$ cat config.mk
export PLATFORM = sky130hd
export DESIGN_NAME = fpu_req_issuer
export DESIGN_NICKNAME = d
export VERILOG_FILES = /design/src/rtl/fpu_pkg.sv /design/src/rtl/fpu_req_issuer.sv
export SDC_FILE = /design/constraint.sdc
export NUM_CORES = 1
export LEC_CHECK = 0
export BUFFER_PORTS_ARGS = -buffer_cell sky130_fd_sc_hd__buf_2
export CORE_MARGIN = 2
export CORE_UTILIZATION = 40
export DETAILED_ROUTE_END_ITERATION = 12
export GPL_ROUTABILITY_DRIVEN = 0
export PLACE_DENSITY = 0.71
export SKIP_LAST_GASP = 1
export SLEW_MARGIN = 15
export SYNTH_ARGS = -nofsm -noshare
export SYNTH_HDL_FRONTEND = slang
export SYNTH_SLANG_ARGS = --single-unit
export TNS_END_PERCENT = 10
$ cat constraint.sdc
create_clock -name clk -period 2.21 [get_ports clk]
set_clock_uncertainty 0.1 [all_clocks]
set_input_delay 0.1105 -clock clk [delete_from_list [all_inputs] [get_ports clk]]
set_output_delay 0.1105 -clock clk [all_outputs]
set_load 0.05 [all_outputs]
$ cat src/rtl/fpu_pkg.sv
// Shared types and helpers for the FPU pin-protocol request issuer.
package fpu_pkg;

  localparam int DEF_LAT_ADD  = 7;
  localparam int DEF_LAT_MUL  = 12;
  localparam int DEF_LAT_DIV  = 35;
  localparam int DEF_LAT_SQRT = 35;

  typedef enum logic [2:0] {
    OP_ADD, OP_SUB, OP_MUL, OP_DIV, OP_SQRT, OP_NOP1, OP_NOP2, OP_NOP3
  } op_t;

  typedef enum logic [1:0] {
    RM_NEAREST, RM_ZERO, RM_UP, RM_DOWN
  } rmode_t;

  typedef struct packed {
    logic ine;
    logic overflow;
    logic underflow;
    logic div_zero;
    logic inf;
    logic zero;
    logic qnan;
    logic snan;
  } fpu_exc_t;

  typedef enum logic [1:0] {
    ST_OK, ST_BAD_OP, ST_TIMEOUT, ST_LAT_MISMATCH
  } status_t;

  typedef enum logic [1:0] {
    S_IDLE, S_ISSUE, S_WAIT, S_RESP
  } state_t;

  function automatic logic [7:0] expected_latency(input op_t op, input int lat_add,
                                                  input int lat_mul, input int lat_div,
                                                  input int lat_sqrt);
    case (op)
      OP_ADD, OP_SUB: return 8'(lat_add);
      OP_MUL:         return 8'(lat_mul);
      OP_DIV:         return 8'(lat_div);
      OP_SQRT:        return 8'(lat_sqrt);
      default:        return 8'd0;
    endcase
  endfunction

endpackage

$ cat src/rtl/fpu_req_issuer.sv
// Issues one FPU operation at a time, times its completion against the
// per-op latency and returns result, flags, latency and status.
module fpu_req_issuer
  import fpu_pkg::*;
#(
  parameter int FP_WIDTH  = 32,
  parameter int LAT_ADD   = DEF_LAT_ADD,
  parameter int LAT_MUL   = DEF_LAT_MUL,
  parameter int LAT_DIV   = DEF_LAT_DIV,
  parameter int LAT_SQRT  = DEF_LAT_SQRT,
  parameter int TIMEOUT   = 63,
  parameter int CHECK_LAT = 1
) (
  input  logic                clk,
  input  logic                rst,
  input  logic                cmd_valid,
  output logic                cmd_ready,
  input  logic [FP_WIDTH-1:0] cmd_opa,
  input  logic [FP_WIDTH-1:0] cmd_opb,
  input  logic [2:0]          cmd_op,
  input  logic [1:0]          cmd_rmode,
  output logic [FP_WIDTH-1:0] fpu_opa,
  output logic [FP_WIDTH-1:0] fpu_opb,
  output logic [2:0]          fpu_op,
  output logic [1:0]          fpu_rmode,
  output logic                fpu_start,
  input  logic [FP_WIDTH-1:0] fpu_outp,
  input  logic                fpu_ready,
  input  logic [7:0]          fpu_exc,
  output logic                rsp_valid,
  input  logic                rsp_ready,
  output logic [FP_WIDTH-1:0] rsp_result,
  output logic [7:0]          rsp_exc,
  output logic [2:0]          rsp_op,
  output logic [7:0]          rsp_latency,
  output logic [1:0]          rsp_status,
  output logic                spurious_ready
);

  // Handshakes: a transfer happens on a rising edge where valid && ready;
  // valid never drops and payload never changes until that transfer.

  localparam logic [7:0] TIMEOUT_L = 8'(TIMEOUT);

  state_t     state;
  op_t        op_q;
  logic [7:0] cnt;

  always_ff @(posedge clk) begin
    if (rst) begin
      state          <= S_IDLE;
      op_q           <= OP_ADD;
      cnt            <= 8'd0;
      cmd_ready      <= 1'b1;
      fpu_opa        <= '0;
      fpu_opb        <= '0;
      fpu_op         <= 3'd0;
      fpu_rmode      <= 2'd0;
      fpu_start      <= 1'b0;
      rsp_valid      <= 1'b0;
      rsp_result     <= '0;
      rsp_exc        <= 8'd0;
      rsp_op         <= 3'd0;
      rsp_latency    <= 8'd0;
      rsp_status     <= 2'd0;
      spurious_ready <= 1'b0;
    end else begin
      if (fpu_ready && state != S_WAIT) spurious_ready <= 1'b1;
      case (state)
        S_IDLE: begin
          if (cmd_valid) begin
            cmd_ready <= 1'b0;
            op_q      <= op_t'(cmd_op);
            if (cmd_op > 3'd4) begin
              // Unsupported op codes never reach the FPU.
              rsp_result  <= '0;
              rsp_exc     <= 8'd0;
              rsp_op      <= cmd_op;
              rsp_latency <= 8'd0;
              rsp_status  <= ST_BAD_OP;
              rsp_valid   <= 1'b1;
              state       <= S_RESP;
            end else begin
              fpu_opa   <= cmd_opa;
              fpu_opb   <= cmd_opb;
              fpu_op    <= cmd_op;
              fpu_rmode <= cmd_rmode;
              fpu_start <= 1'b1;
              state     <= S_ISSUE;
            end
          end
        end
        S_ISSUE: begin
          fpu_start <= 1'b0;
          cnt       <= 8'd0;
          state     <= S_WAIT;
        end
        S_WAIT: begin
          if (fpu_ready) begin
            rsp_result  <= fpu_outp;
            rsp_exc     <= fpu_exc;
            rsp_op      <= op_q;
            rsp_latency <= cnt;
            rsp_status  <= (CHECK_LAT == 0 ||
                            cnt == expected_latency(op_q, LAT_ADD, LAT_MUL, LAT_DIV, LAT_SQRT))
                           ? ST_OK : ST_LAT_MISMATCH;
            rsp_valid   <= 1'b1;
            state       <= S_RESP;
          end else if (cnt == TIMEOUT_L - 8'd1) begin
            // This idle cycle is the TIMEOUT-th one: give up.
            rsp_result  <= '0;
            rsp_exc     <= 8'd0;
            rsp_op      <= op_q;
            rsp_latency <= TIMEOUT_L;
            rsp_status  <= ST_TIMEOUT;
            rsp_valid   <= 1'b1;
            state       <= S_RESP;
          end else begin
            cnt <= cnt + 8'd1;
          end
        end
        S_RESP: begin
          if (rsp_ready) begin
            rsp_valid <= 1'b0;
            cmd_ready <= 1'b1;
            state     <= S_IDLE;
          end
        end
        default: state <= S_IDLE;
      endcase
    end
  end

endmodule

After elaboration in Yosys (flattened, before gate mapping) --
Index checks and enable logic that the tools add are counted.
Operators by class: $add $sub $neg 1, multiply operators 0, divide/modulo/power cells 0, order comparisons 1, equality and inequality tests 17, shift-type cells 0, multiplexer cells 49, bitwise gates (word level) 1, reduce and logical (&&, ||, !) cells 18
Operator list (number):
- $mux 32 | 4
- $mux 8 | 11
- $pmux 32 s2 | 1
- $pmux 8 s2 | 3
- $mux 2 | 10
- $pmux 6 s3 | 1
- $reduce_and 3->1 | 5
- $ne 2x2->1 const B | 7
- $mux 3 | 4
- $mux 1 | 9
- $add 8x1->8 const B | 1
- $eq 8x6->1 const B | 1
- $eq 8x8->1 | 1
- $pmux 2 s4 | 1
- $reduce_bool 2->1 | 4
- $eq 3x2->1 const B | 2
- $pmux 3 s2 | 1
- $reduce_and 5->1 | 1
- $eq 2x2->1 const B | 2
- $pmux 1 s2 | 2
- $pmux 2 s2 | 1
- $reduce_and 4->1 | 1
- $reduce_or 2->1 | 2
- $eq 3x1->1 const B | 1
- other kinds (11) | 11
Storage, ports and cells: flip-flop bits (word level) 139, bits in latches 0, memory bits (writable) 0, memory bits (read-only) 0, bits of input ports 114, output and inout bits 126, word-level logic and storage cells 103, memories 0

Logic depth before layout (Yosys ltp) --
Gate-level depths: netlist of run 1.
word-level depth 10, mapped depth 10

Worst setup path before layout of run 1 --
No wires, ideal clock.
path kind reg2reg, start reg state[0], end reg fpu_opa[11], setup time 0.070 ns, arrival time 1.707 ns, data required time 2.040 ns, slack 0.332 ns, stages on the path, launching flop included 11, clock period less this slack 1.878 ns, cells stage by stage dfxtp_1 inv_1 ha_1 buf_2 and2_0 clkbuf_1 nand2_1 buf_2 buf_2 nand2_1 a21oi_1
Between the ends: longest elaborated chain between the ends 2
Ends and longest elaborated chain:
- start: declaration | line fpu_req_issuer.sv:45 | state_t state;
- start signal: assignment | line fpu_req_issuer.sv:51 | state <= S_IDLE;
- start signal: assignment | line fpu_req_issuer.sv:82 | state <= S_RESP;
- start signal: assignment | line fpu_req_issuer.sv:89 | state <= S_ISSUE;
- $logic_not 2->1 | line fpu_req_issuer.sv:69 | case (state)
- $reduce_and 3->1 (no line)
- end signal: assignment | line fpu_req_issuer.sv:84 | fpu_opa <= cmd_opa;
- end: declaration | line fpu_req_issuer.sv:22 | output logic [FP_WIDTH-1:0] fpu_opa,
No other way between the ends. A chain may end at the register's enable or synchronous reset.

Worst setup path after layout of run 1 --
start reg state[0], end reg fpu_opb[26]
Between the ends: longest elaborated chain between the ends 2
Ends and longest elaborated chain:
- $logic_not 2->1 | line fpu_req_issuer.sv:69
- $reduce_and 3->1 (no line)
- end signal: assignment | line fpu_req_issuer.sv:85 | fpu_opb <= cmd_opb;
- end: declaration | line fpu_req_issuer.sv:23 | output logic [FP_WIDTH-1:0] fpu_opb,
No other way between the ends.

==> results of run 1 <==
-- worst reg2reg max path, delay by kind of cell, from the launching register on --
family	cells	cell delay, ns
AOI/OAI and AO/OA	1	0.19
and+or+nand+nor	3	0.49
adders and majority gates	1	0.22
buffers and inverters	3	0.52
DFF	1	0.38
-- per-layer routing --
layer | wire length [um] | vias up
met5 | 0 | -
met1 | 7080 | 2719
met3 | 1200 | 57
li1 | - | 2916
met2 | 8720 | 225
met4 | 800 | 0
-- power by group through the flow --
stage / clock [uW] / sequential (uW) / combinational, uW
2_1_floorplan: 0 / 3820 / 1110
3_3_place_gp: 0 / 2980 / 2580
3_5_place_dp: 0 / 2990 / 2580
4_1_cts: 3040 / 2940 / 2740
5_1_grt: 3150 / 2980 / 3000
6_report: 2980 / 2950 / 2790
-- per-stage QoR --
step | worst slack, ns | instances | cell area (sq um) | hold WS [ns] | util [%]
finish | 0.230 | 1201 | 8700 | 0.0350 | 63.4
global route | 0.0649 | 1201 | 8700 | 0.0381 | 63.4
CTS | 0.166 | 1197 | 8670 | 0.0189 | 63.2
detailed placement | 0.196 | 1054 | 6940 | 0.255 | 50.6
global placement | 0.253 | 1054 | 6940 | 0.252 | 50.6
floorplan | 0.332 | 670 | 5570 | 0.146 | -
-- cells by family (layout without fill, tap and decap cells) --
kind of cell	after synthesis	in the layout	synth area share [%]
simple gates	295	295	24.0
compound gates	159	159	17.3
flops	139	139	49.9
buf+inv	58	409	5.27
xor+xnor	8	8	1.26
fa+ha+maj	6	6	1.35
mux	5	5	0.898
-- path summary, 6_finish.rpt --
kind | from | to | slack (ns) | cells past startpoint
worst min-delay path | rst | fpu_opb[20]$_SDFFE_PP0P_ | 0.03 | 2
worst max-delay path | state[0]$_SDFFE_PP0P_ | fpu_opb[26]$_SDFFE_PP0P_ | 0.23 | 8
worst max register to register | state[0]$_SDFFE_PP0P_ | fpu_opb[26]$_SDFFE_PP0P_ | 0.23 | 8
worst min register to register | rsp_result[8]$_SDFFE_PP0P_ | rsp_result[8]$_SDFFE_PP0P_ | 0.35 | 2
-- cells in the final DEF, fill, tap and decap left out, types with 10 or more instances in the layout --
master / n
buf_4: 16
nand2_1: 196
buf_2: 238
dlygate4sd3_1: 111
nand3_1: 27
nand2b_1: 10
a21oi_1: 111
clkbuf_16: 17
nor2_1: 26
a21oi_2: 20
nand3_2: 20
dfxtp_1: 139
-- sequential cells by signal (all words and copies together) (netlist names), 2 cells and up --
signal and cells:
rsp_op 3, rsp_latency 8, fpu_op 3, cnt 8, op_q 3, state 2
fpu_rmode 2, fpu_opb 32, rsp_status 2, fpu_opa 32, rsp_exc 8, rsp_result 32
-- repair_timing --
item	CTS	global route
hold endpoints to repair	117	0
setup buffers	0	4
hold buffers	111	0
endpoints found under the setup margin	0	5
-- final cells by class --
cell class	count	area share, %
flip-flops and latches	139	32.0
repair buffers	371	29.2
multi-input cells	473	28.8
clock buffers	18	4.93
well taps	180	2.59
clock inverters	14	2.23
inverters	6	0.259
==> results.toml, run 1 <==
[final_layout]
regArea_sq_um = 2780
final_nets = 1128
synthToLayoutAreaGrowth_pct = 56.2
num_antenna_cells = 0
n_fill_cell = 1122
post_route_cells_drive_above_1_share_pct = 33.3
multiInputGateArea_sq_um = 2510

[worst_setup_path]
cp_slowest_cell = "dfxtp_1"
critical_path_buf_inv_count = 3
critPathKind = "register to register"
max_stage_delay_ns = 0.38
setup.worst_path.start_class = "register"
worst_ep_required_time_ns = 2.45
end_kind = "register"
crit_family = "buffers and inverters"
path_max_fanout = 68
worst_path_cell_chain = "inv_1 -> ha_1 -> buf_4 -> and2_0 -> nand2_2 -> buf_12 -> nand2_1 -> a21oi_1"
timing.critical_path.arrival_ns = 2.22

[detailed_routing]
drc = 0
via_count = 5917
route.detailed.vias_per_inst = 4.93
detail-route-antenna-nets = 0
post_detailed_routing_wire_length_mm = 17.8
drt-initial-drc-count = 408
route.detailed.wl_per_inst_um = 14.8
dr.pass1.iters = 5

[clock_network]
clk_pin_slew_ns = 0.06
clock_sinks = 139
resized_gates_after_cts = 0
cts_root_buffer = "clkbuf_16"
tritoncts_clock_tree = "built"
max-clock-path-buffers = 2
worstSkewPairLatency_ns = 0.42
numCtsBuffers = 17
htreeDepth = 4

[pwr]
static-leakage-power_uw = 0.00376
switching_share_pct = 36.8
p_switching_uw = 3210
ir_worst_vdd_mv = 0.775
sequential_power_share_pct = 33.8
clock_power_share_pct = 34.2
cellInternalPower_uw = 5520
design_power_total_uw = 8720
comb_power_share_pct = 32.0
pwr_density_cell_nw_per_um2 = 1000

[yosys]
ys.flop_type = "dfxtp_1"
synth.top_cells.by_count = "nand2_1 (197), dfxtp_1 (139), a21oi_1 (111)"
synth_top_area_cell = "dfxtp_1"
yosysWarningCount = 0
synth-seq-area-share_pct = 49.9
postSynthNetCount = 790
synth_top_cell_area_share_pct = 49.9
yosys-top-cells-area = "dfxtp_1 (50%), nand2_1 (13%), a21oi_1 (10%)"
synth.cell_area_sq_um = 5570
number_of_synthesized_flops_with_an_enable_pin = 0
netlist-cell-type-count = 45
synthMostInstantiatedCell = "nand2_1"
synth-seq-cells = 139
synthesis.instances = 670
synth.avg_cell_area_sq_um = 8.32
async_set_reset_flop_share_out_of_synthesis_pct = 0

[timing]
timing_worst_slew_pin_value_ns = 0.469
drv_slew = 0
max_slew_margin_pct = 68.7
achievable-frequency_mhz = 505
rsz_0062_raised_after_global_routing = "false"
finalCriticalPeriod_ns = 1.98
final_hold_vio_count = 0
timing.final.setup_violations = 0
final_min_period_over_clock_period_pct = 89.6
finalSetupTns_ns = 0

[global_route]
use_met1_pct = 26.6
global_route.usage.met2_pct = 39.0
grt_pass1_wl_mm = 27.3
groute.usage.overall_pct = 23.2
grt_start_max_net_pins = 69
grt_use_met3_pct = 6.93
number_of_antenna_violations_at_the_first_check_in_global_routing = 0
grt_remaining_overflow = 0
top_usage_layer = "met2"
first_global_vias = 5673

[job]
maxCapViolations = 0

[placed_design]
port_buffers = 239
place_hpwl_mm = 10.5

[floorplan]
fp.coreArea_sq_um = 13700
initial_core_util_pct = 40.6
die_w_um = 122
chipHeight_um = 122
die-area_sq_um = 14900
num_rows = 43
io_pins = 240

[min_path]
min_path_type = "primary input to register"

[status]
status = "finished, final reports clean"
No activity file was read; power rests on OpenSTA's default activity.
==> inputs of run 2 (changes only) <==
- SETUP_SLACK_MARGIN: not set -> 0.5
==> results.toml, run 2 (synthesis results as in run 1) <==
[status]
status = "finished, final reports clean"

[detailed_routing]
drt-initial-drc-count = 431
dr.pass1.iters = 5
route.detailed.vias_per_inst = 4.99
detail-route-antenna-nets = 0
drc = 0
via_count = 6087
post_detailed_routing_wire_length_mm = 19.1
route.detailed.wl_per_inst_um = 15.7

[timing]
timing.final.setup_violations = 0
finalCriticalPeriod_ns = 1.81
final_min_period_over_clock_period_pct = 82.0
final_hold_vio_count = 0
max_slew_margin_pct = 49.3
timing_worst_slew_pin_value_ns = 0.753
holdWs_ns = 0.0222
achievable-frequency_mhz = 552
drv_slew = 0
rsz_0062_raised_after_global_routing = "true"
finalSetupTns_ns = 0

[global_route]
grt_remaining_overflow = 0
grt_pass1_wl_mm = 27.2
groute.usage.overall_pct = 23.1
first_global_vias = 5608
grt_start_max_net_pins = 74
number_of_antenna_violations_at_the_first_check_in_global_routing = 0

[min_path]
hold_depth = 4
min_path_type = "primary input to register"
worstHoldEndpoint = "fpu_op[2]$_SDFFE_PP0P_"
hold_start = "cmd_op[1]"

[final_layout]
num_antenna_cells = 0
commonest_cells_after_routing_fill_and_taps_aside = "buf_2 (238), nand2_1 (195), dfxtp_1 (132)"
stdcell_area_sq_um = 9180
post_route_cells_drive_above_1_share_pct = 36.8
layout.cells.most_common = "buf_2"
final_nets = 1147
synthToLayoutAreaGrowth_pct = 64.6
regArea_sq_um = 2800
n_fill_cell = 1060
reg.largest.list = "fpu_opa (32), fpu_opb (32), rsp_result (32)"
multiInputGateArea_sq_um = 2620
post-route-util_pct = 66.9

[clock_network]
htreeDepth = 4
max-clock-path-buffers = 2
tritoncts_clock_tree = "built"
clock_sinks = 139
worstSkewPairLatency_ns = 0.41
cts_root_buffer = "clkbuf_16"
clk_pin_slew_ns = 0.06
numCtsBuffers = 17

[floorplan]
initial_core_util_pct = 40.6
io_pins = 240
die_w_um = 122
die-area_sq_um = 14900
fp.coreArea_sq_um = 13700
num_rows = 43
chipHeight_um = 122

[pwr]
design_power_total_uw = 9250
switching_share_pct = 36.3
comb_power_share_pct = 35.7
p_switching_uw = 3360
clock_power_share_pct = 32.3
cellInternalPower_uw = 5900
ir_worst_vdd_mv = 0.611
pwr_density_cell_nw_per_um2 = 1010
sequential_power_share_pct = 32.1
static-leakage-power_uw = 0.00395

[job]
maxCapViolations = 0

[placed_design]
placed_cell_area_sq_um = 6970
place_hpwl_mm = 10.7
port_buffers = 239

[worst_setup_path]
rr_endpoint = "rsp_latency[0]$_SDFFE_PP0P_"
worst_path_cell_chain = "dlygate4sd3_1 -> buf_2 -> nand2b_4 -> a31o_4 -> and2_4 -> buf_6 -> mux2i_1 -> nor2_1"
setup.worst_path.start_class = "primary input"
worst_ep_required_time_ns = 2.39
end_kind = "register"
worst_r2r_startpoint = "state[0]$_SDFFE_PP0P_"
cp_slowest_cell = "dlygate4sd3_1"
max_stage_delay_ns = 0.58
path_max_fanout = 10
timing.critical_path.arrival_ns = 1.99
worst-r2r-setup-slack_ns = 0.43
critPathKind = "primary input to register"
worst-r2r-cell-count = 9
run 2: how the worst max path moves through the flow:
stage / to / slack (ns) / cells after the start / start
finish: rsp_latency[0]$_SDFFE_PP0P_ / 0.40 / 8 / fpu_ready
global route: rsp_result[3]$_SDFFE_PP0P_ / 0.35 / 9 / state[0]$_SDFFE_PP0P_
floorplan: fpu_opa[11]$_SDFFE_PP0P_ / 0.50 / 10 / state[0]$_SDFFE_PP0P_
detailed placement: rsp_result[18]$_SDFFE_PP0P_ / 0.19 / 8 / state[1]$_SDFFE_PP0P_
global placement: rsp_result[13]$_SDFFE_PP0P_ / 0.25 / 8 / state[0]$_SDFFE_PP0P_
CTS: fpu_opb[4]$_SDFFE_PP0P_ / 0.43 / 7 / state[1]$_SDFFE_PP0P_
run 2: layout make-up:
type | instances | share of cell area (%)
Tap cell | 180 | 2.45
Clock inverter | 12 | 1.87
Inverter | 6 | 0.273
Sequential cell | 139 | 30.5
Timing Repair Buffer | 390 | 31.5
Multi-Input combinational cell | 473 | 28.5
Clock buffer | 19 | 4.94
run 2: worst max-delay path: cells and delay by family:
family / cells / cell delay, ns
buffers and inverters: 3 / 0.99
AOI/OAI and AO/OA: 1 / 0.14
and+or+nand+nor: 3 / 0.57
muxes: 1 / 0.17
run 2: routing by layer:
metal  global-route usage, %  wire (um)  vias to the layer above
met1                    27.3       7850                     2816
met5                       0          0                        -
met4                    10.2        615                        0
met3                    6.13       1150                       58
met2                    39.3       9520                      261
li1                        -          -                     2952
run 2: metrics by stage:
step	setup slack, ns	instances
after CTS	0.431	1204
after detailed placement	0.189	1053
after global placement	0.253	1053
after global routing	0.350	1219
final	0.397	1219
after floorplan	0.495	670
run 2: power by group through the flow:
stage / Combinational, uW / Sequential, uW / Clock [uW]
detailed placement: 2620 / 3000 / 0
global route: 3490 / 3000 / 3140
global placement: 2610 / 2990 / 0
floorplan: 1180 / 3830 / 0
CTS: 2970 / 2950 / 3030
finish: 3300 / 2970 / 2990
run 2: timing repair:
item | in CTS | in global routing
hold endpoints to repair | 116 | 0
endpoints found under the setup margin | 125 | 129
cloned | 2 | 5
gates resized for setup | 13 | 21
setup buffers | 7 | 10
hold buffers | 111 | 0
pin swaps | 2 | 8
